<file path="config.mk">
export PLATFORM = sky130hd
export DESIGN_NAME = exec_sequencer
export DESIGN_NICKNAME = d
export VERILOG_FILES = /design/src/rtl/exec_sequencer.sv
export SDC_FILE = /design/constraint.sdc
export NUM_CORES = 1
export LEC_CHECK = 0
export BUFFER_PORTS_ARGS = -buffer_cell sky130_fd_sc_hd__buf_2
export CORE_MARGIN = 1.5
export CORE_UTILIZATION = 30
export DETAILED_ROUTE_END_ITERATION = 8
export PLACE_DENSITY_LB_ADDON = 0.15
export REMOVE_ABC_BUFFERS = 1
export SYNTH_ARGS = -nofsm -noshare
export SYNTH_HDL_FRONTEND = slang
export SYNTH_SLANG_ARGS = --single-unit
export TNS_END_PERCENT = 1
</file>
<file path="constraint.sdc">
create_clock -name clk -period 3.4 [get_ports clk]
set_clock_uncertainty 0.05 [all_clocks]
set_input_delay 0.17 -clock clk [delete_from_list [all_inputs] [get_ports clk]]
set_output_delay 0.17 -clock clk [all_outputs]
set_load 0.01 [all_outputs]
</file>
<file path="src/rtl/exec_sequencer.sv">
// Multi-cycle fetch/decode/execute/memory/writeback sequencer for the mspu core.
// Optional perf counters are enabled by defining EXEC_SEQ_PERF_COUNTERS_EN.
module exec_sequencer (
  input  logic        clk,
  input  logic        reset,
  input  logic        run,
  input  logic        pc_load,
  input  logic [31:0] start_pc,
  output logic        imem_req,
  output logic [31:0] imem_addr,
  input  logic        imem_ready,
  output logic        decode_en,
  output logic        exec_en,
  input  logic        alu_unknown_op,
  input  logic [31:0] addr_out,
  input  logic        addr_out_en,
  input  logic        mem_re,
  input  logic        mem_we,
  output logic        dmem_req,
  input  logic        dmem_ready,
  input  logic        reg_we_in,
  output logic        wb_en,
  output logic [31:0] pc,
  output logic        busy,
  output logic        halted,
  output logic [1:0]  trap_cause,
  output logic [2:0]  state,
  output logic [31:0] retired_count,
  output logic [31:0] cycle_count
);

  typedef enum logic [2:0] {
    ST_IDLE    = 3'd0,
    ST_FETCH   = 3'd1,
    ST_DECODE  = 3'd2,
    ST_EXEC    = 3'd3,
    ST_MEM     = 3'd4,
    ST_WB      = 3'd5,
    ST_TRAP    = 3'd6,
    ST_ILLEGAL = 3'd7
  } state_e;

  localparam logic [1:0] CAUSE_NONE      = 2'b00;
  localparam logic [1:0] CAUSE_UNKNOWN   = 2'b01;
  localparam logic [1:0] CAUSE_MISALIGN  = 2'b10;
  localparam logic [1:0] CAUSE_RE_AND_WE = 2'b11;

  state_e      cur_state, nxt_state;
  logic [1:0]  cause_q, cause_nxt;
  logic [31:0] pc_q, next_pc_q;

  // NOTE: every variable assigned in always_comb gets a default first so no path leaves it unassigned and infers a latch.
  always_comb begin
    nxt_state = cur_state;
    cause_nxt = cause_q;
    case (cur_state)
      ST_IDLE: begin
        if (!pc_load && run) begin
          nxt_state = ST_FETCH;
          cause_nxt = CAUSE_NONE;
        end
      end
      ST_FETCH:  if (imem_ready) nxt_state = ST_DECODE;
      ST_DECODE: nxt_state = ST_EXEC;
      ST_EXEC: begin
        if (alu_unknown_op) begin
          nxt_state = ST_TRAP;
          cause_nxt = CAUSE_UNKNOWN;
        end else if (addr_out_en && (addr_out[1:0] != 2'b00)) begin
          nxt_state = ST_TRAP;
          cause_nxt = CAUSE_MISALIGN;
        end else if (mem_re && mem_we) begin
          nxt_state = ST_TRAP;
          cause_nxt = CAUSE_RE_AND_WE;
        end else if (mem_re || mem_we) begin
          nxt_state = ST_MEM;
        end else begin
          nxt_state = ST_WB;
        end
      end
      ST_MEM: if (dmem_ready) nxt_state = ST_WB;
      ST_WB:  nxt_state = run ? ST_FETCH : ST_IDLE;
      ST_TRAP: begin
        if (pc_load) begin
          nxt_state = ST_IDLE;
          cause_nxt = CAUSE_NONE;
        end
      end
      default: nxt_state = ST_TRAP;  // unreachable encoding; keep the recorded cause
    endcase
  end

  // NOTE: sequential state uses non-blocking assignments so every register samples pre-edge values regardless of block order.
  always_ff @(posedge clk or posedge reset) begin
    if (reset) begin
      cur_state <= ST_IDLE;
      cause_q   <= CAUSE_NONE;
    end else begin
      cur_state <= nxt_state;
      cause_q   <= cause_nxt;
    end
  end

  // pc only moves on a load in IDLE/TRAP or when the instruction retires in WB.
  always_ff @(posedge clk or posedge reset) begin
    if (reset) begin
      pc_q      <= '0;
      next_pc_q <= '0;
    end else begin
      case (cur_state)
        ST_IDLE, ST_TRAP: if (pc_load) pc_q <= start_pc;
        ST_EXEC:          next_pc_q <= addr_out_en ? addr_out : pc_q + 32'd4;
        ST_WB:            pc_q <= next_pc_q;
        default:          ;
      endcase
    end
  end

  assign imem_req   = (cur_state == ST_FETCH);
  assign imem_addr  = pc_q;
  assign decode_en  = (cur_state == ST_DECODE);
  assign exec_en    = (cur_state == ST_EXEC);
  assign dmem_req   = (cur_state == ST_MEM);
  assign wb_en      = (cur_state == ST_WB) && reg_we_in;
  assign pc         = pc_q;
  assign busy       = (cur_state != ST_IDLE) && (cur_state != ST_TRAP);
  assign halted     = (cur_state == ST_TRAP);
  assign trap_cause = cause_q;
  assign state      = cur_state;

`ifdef EXEC_SEQ_PERF_COUNTERS_EN
  logic [31:0] retired_q, cycle_q;

  always_ff @(posedge clk or posedge reset) begin
    if (reset) begin
      retired_q <= '0;
      cycle_q   <= '0;
    end else begin
      if (cur_state == ST_WB) retired_q <= retired_q + 32'd1;
      if (busy)               cycle_q   <= cycle_q + 32'd1;
    end
  end

  assign retired_count = retired_q;
  assign cycle_count   = cycle_q;
`else
  assign retired_count = '0;
  assign cycle_count   = '0;
`endif

endmodule

</file>
Word level (Yosys, flattened, before mapping) --
Cells that the tools add are included. W data, S select, Z words.
Storage, ports and cells: bits in registers 69, latch bits 0, memory bits (writable) 0, memory bits (read-only) 0, output and inout bits 140, logic and storage cells 53, memories kept 0
Operators by class: $add $sub $neg 1, $mul 0, divide/modulo/power cells 0, magnitude comparators 0, eq/ne operators 13, shift operators 0, multiplexer cells 19, bitwise logic cells 0, reductions and logical operators 16
Operators by type and width (count):
- $mux W32 | 2
- $pmux W32 S2 | 1
- $add A32 B3 Y32 const B | 1
- $pmux W3 S7 | 1
- $mux W2 | 8
- $mux W3 | 4
- $eq A3 B3 Y1 const B | 3
- $reduce_and A4 Y1 | 2
- $eq A3 B2 Y1 const B | 2
- $ne A2 B2 Y1 const B | 3
- $pmux W2 S3 | 1
- $reduce_bool A3 Y1 | 2
- $logic_and A1 B1 Y1 | 5
- $ne A2 B1 Y1 const B | 2
- $ne A4 B1 Y1 const B | 1
- $reduce_bool A2 Y1 | 2
- $eq A3 B1 Y1 const B | 1
- $logic_not A3 Y1 | 1
- $ne A3 B3 Y1 const B | 1
- $mux W1 | 2
- $reduce_and A2 Y1 | 1
- $reduce_or A2 Y1 | 1
- $logic_not A1 Y1 | 1
- $logic_or A1 B1 Y1 | 1

Longest topological paths before layout --
depth after elaboration 6, depth in mapped cells 7

Worst setup path after synthesis --
Ideal clock, no wire load.
kind reg2reg, start reg pc_q[2], in the netlist imem_addr[2], end reg next_pc_q[26], arrival 1912 ps, slack 1301 ps, stages on the path, launching flop included 8, path buffers 1, period minus slack after synthesis 2099 ps, path through dfrtp_1 -> ha_1 -> nand3_4 -> or4_4 -> buf_6 -> nor4_4 -> xnor2_1 -> o22ai_1
Between the ends: cells in the longest elaborated chain, start to end 2
RTL lines:
- from (decl) | line 50 | logic [31:0] pc_q, next_pc_q;
- from (signal assigned) | line 111 | ST_IDLE, ST_TRAP: if (pc_load) pc_q <= start_pc;
- from (signal assigned) | line 113 | ST_WB: pc_q <= next_pc_q;
- $add A32 B3 Y32 | line 112 | ST_EXEC: next_pc_q <= addr_out_en ? addr_out : pc_q + 32'd4;
- $mux W32 | line 112
- to (signal assigned) | line 112
- to (decl) | line 50
No other way between the ends. A chain may end at the register's enable or synchronous reset.

Final worst setup path --
start reg cur_state[2], in the netlist state[2], end reg pc_q[1], in the netlist imem_addr[1]
Between the ends: cells in the longest elaborated chain, start to end 4
RTL lines:
- from (decl) | line 48 | state_e cur_state, nxt_state;
- from (signal assigned) | line 99 | cur_state <= nxt_state;
- $eq A3 B3 Y1 / $logic_not A3 Y1 (equally long branches) | line 110 | case (cur_state)
- $reduce_or A2 Y1 | line 110
- $ne A2 B2 Y1 (no line) / $reduce_bool A2 Y1 (equally long branches)
- $reduce_and A2 Y1 (no line)
Parallel ways exist; a longest one is shown, timed or not.

==> results.cfg <==
[finish]
nNetsFinal = 708
layout.cells.non_filler = 821
drive_gt1_share_pct = 29.36
area_growth_syn_to_layout_pct = 16.90
fillers = 1530
diodes = 0
multiInputGateArea_sq_mm = 0.002201
register_area_sq_mm = 0.001727

[clock_network]
htree_num_levels = 3
cts_root_buf = clkbuf_16
cts_made_buffers = 9
cts.sinks = 69
clock_path_buffers = 2
postCtsSetupBuffers = 0
cts.clk_slew.worst_paths_ns = 0.05
hold_buffers = 0
clock_latency_ns = 0.34
cts_tree = done
cts_resized = 0

[global_route]
grt_max_degree = 54
groute.usage.overall_pct = 15.55
grt.overflow.total = 0
grt_pass1_wl_mm = 19.26
grt_pass1_vias = 3513
antenna_found_initial = 1

[critical_path]
worstPathCellList = or2_2, a21oi_1, nand2_2, buf_4, mux2i_1, a21oi_1
end_kind = flip-flop
crit_required_ns = 3.53
critical-path-slowest-cell = dfrtp_1
crit_family = simple AND/OR/NAND/NOR gates
worst-path-buf-inv = 1
critPathKind = reg2reg
cp-start-kind = flip-flop
slowest_delay_ns = 0.52
arrival_ns = 2.49
cpMostUsedCell = a21oi_1
worstPathMaxFanout = 18

[job]
cap_viol_max_count = 0

[sta]
worst_pin_slew_ns = 0.9683
setup_tns_ns = 0
hold_ws_ns = -0.01645
layout_min_cycle_time_ns = 2.364
hold_viol_final = 46
rsz0062_at_grt = no
finalCritPeriodShare_pct = 69.54
setup_viol = 0
fmax_ghz = 0.4230
slew_violations = 0
slew_headroom_pct = 35.37

[drt]
viasPerCell = 4.594
antenna_left = 0
firstDrtPassIters = 6
drc = 0
wl_per_cell_um = 14.98
wl_mm = 12.30
dr_total_vias = 3772
drt_iter0_drc = 163

[floorplan]
die_w_um = 126.4
die_y_um = 126.4
io_pins = 215
core.rowCount = 44
initial_utilization_pct = 31.07
coreArea_sq_mm = 0.01470
dieArea_sq_mm = 0.01597

[logic_synthesis]
synth_top_area_share_pct = 37.81
yosysMostFrequentCell = buf_4
ys_ff_latch = 69
yosys_most_used_dff = dfrtp_1
synth.top_cells.by_count = 96 x buf_4, 69 x dfrtp_1, 61 x nor2_1, 59 x a21oi_1, 37 x mux2i_1
yosysSeqAreaShare_pct = 37.81
synth_area_leaders = dfrtp_1 38%, buf_4 16%, mux2i_1 8.1%
yosysUniqueCellTypes = 48
async_flop_share_pct = 100.0
synth-edff-count = 0
ys_warn_count = 0
syn_area_per_cell_sq_um = 8.732
syn_area_sq_mm = 0.004567
yosys.area.top_type = dfrtp_1
synth_cells = 523

[placed_design]
io_buffers = 150
dp_hpwl_mm = 8.796
gp_congestion = 0.7535
dp.cells = 805

[run_status]
violations = negative hold slack
outcome = finished with violations

[power]
max-vdd-ir-drop_uv = 295.1
power_leakage_nw = 2.740
total_power_mw = 4.992
power.density_mw_per_mm2 = 934.9

[min_path]
hold_path.class = in2async
layout make-up:
| type | instances | area share [%] |
|---|---|---|
| multi-input combinational | 382 | 41.22 |
| inverter | 12 | 0.8671 |
| clock buffer | 12 | 4.992 |
| clock inverter | 4 | 0.8437 |
| sequential | 69 | 32.34 |
| timing repair buffer | 158 | 15.42 |
| tap | 184 | 4.312 |
cell families (layout without fill, tap and decap cells):
kind of cell | Yosys count | count (layout) | synth area share (%)
DFF | 69 | 69 | 37.81
muxes | 38 | 38 | 8.356
xor gates and xnor gates | 27 | 27 | 5.178
and+or+nand+nor | 147 | 147 | 16.60
adders and majority gates | 1 | 1 | 0.2739
AOI/OAI and AO/OA | 105 | 105 | 12.47
other | 1 | 64 | 0.08211
buffers and inverters | 135 | 186 | 19.23
registers in the layout, indices dropped and copies added, names as in the netlist:
register and flops:
trap_cause 2, next_pc_q 32, imem_addr 32, state 3
where the power goes:
part | leakage [nW] | internal, mW | switching (mW)
logic | 1.78 | 1.00 | 1.24
clock network | 0.158 | 0.624 | 0.349
registers | 0.804 | 1.24 | 0.535
worst paths after layout:
kind,start,to,slack (ns),cells past startpoint
setup / recovery,state[2]$_DFFE_PP0P_,imem_addr[1]$_DFFE_PP0P_,1.04,6
hold / removal,reset,state[1]$_DFFE_PP0P_,-0.02,2
setup reg to reg,state[2]$_DFFE_PP0P_,imem_addr[1]$_DFFE_PP0P_,1.04,6
hold reg to reg,next_pc_q[4]$_DFFE_PP0P_,next_pc_q[4]$_DFFE_PP0P_,0.43,2
max in group asynchronous,reset,next_pc_q[17]$_DFFE_PP0P_,2.51,3
min in group clk,addr_out[22],next_pc_q[22]$_DFFE_PP0P_,0.07,3
layer usage:
metal | track usage [%] | vias up | wire length [um]
li1 | - | 1845 | -
met2 | 24.37 | 139 | 5602
met5 | 0 | - | 13
met1 | 21.00 | 1769 | 5805
met3 | 3.922 | 17 | 716
met4 | 5.071 | 2 | 164
metrics by stage:
step           instance area (sq um)  setup WS (ns)  util (%)
2_1_floorplan                   3970         0.5391         -
3_3_place_gp                    5027          1.126     34.20
3_5_place_dp                    5027          1.040     34.20
4_1_cts                         5339          1.033     36.32
5_1_grt                         5339         0.8635     36.32
6_report                        5339          1.036     36.32
cell usage in the layout (no fill, tap or decap), types with 2 or more instances in the layout:
| cell type | count |
|---|---|
| nand2_1 | 27 |
| buf_2 | 150 |
| nor4_1 | 2 |
| clkbuf_16 | 9 |
| nand4_1 | 5 |
| dfrtp_1 | 69 |
| mux2i_1 | 37 |
| nor3b_1 | 2 |
| nand2b_1 | 4 |
| xnor2_1 | 22 |
| buf_4 | 7 |
| clkbuf_8 | 3 |
| conb_1 | 64 |
| nor3_1 | 10 |
| o22ai_1 | 16 |
| and3_1 | 9 |
| and4_1 | 3 |
| nor4_4 | 2 |
| nand3b_1 | 2 |
| nand3_1 | 7 |
| nor3_2 | 2 |
| o21ai_0 | 22 |
| nor2_1 | 61 |
| clkinv_2 | 4 |
| a21oi_1 | 59 |
| xor2_1 | 5 |
| inv_1 | 11 |
(Power assumes the default switching activity.)
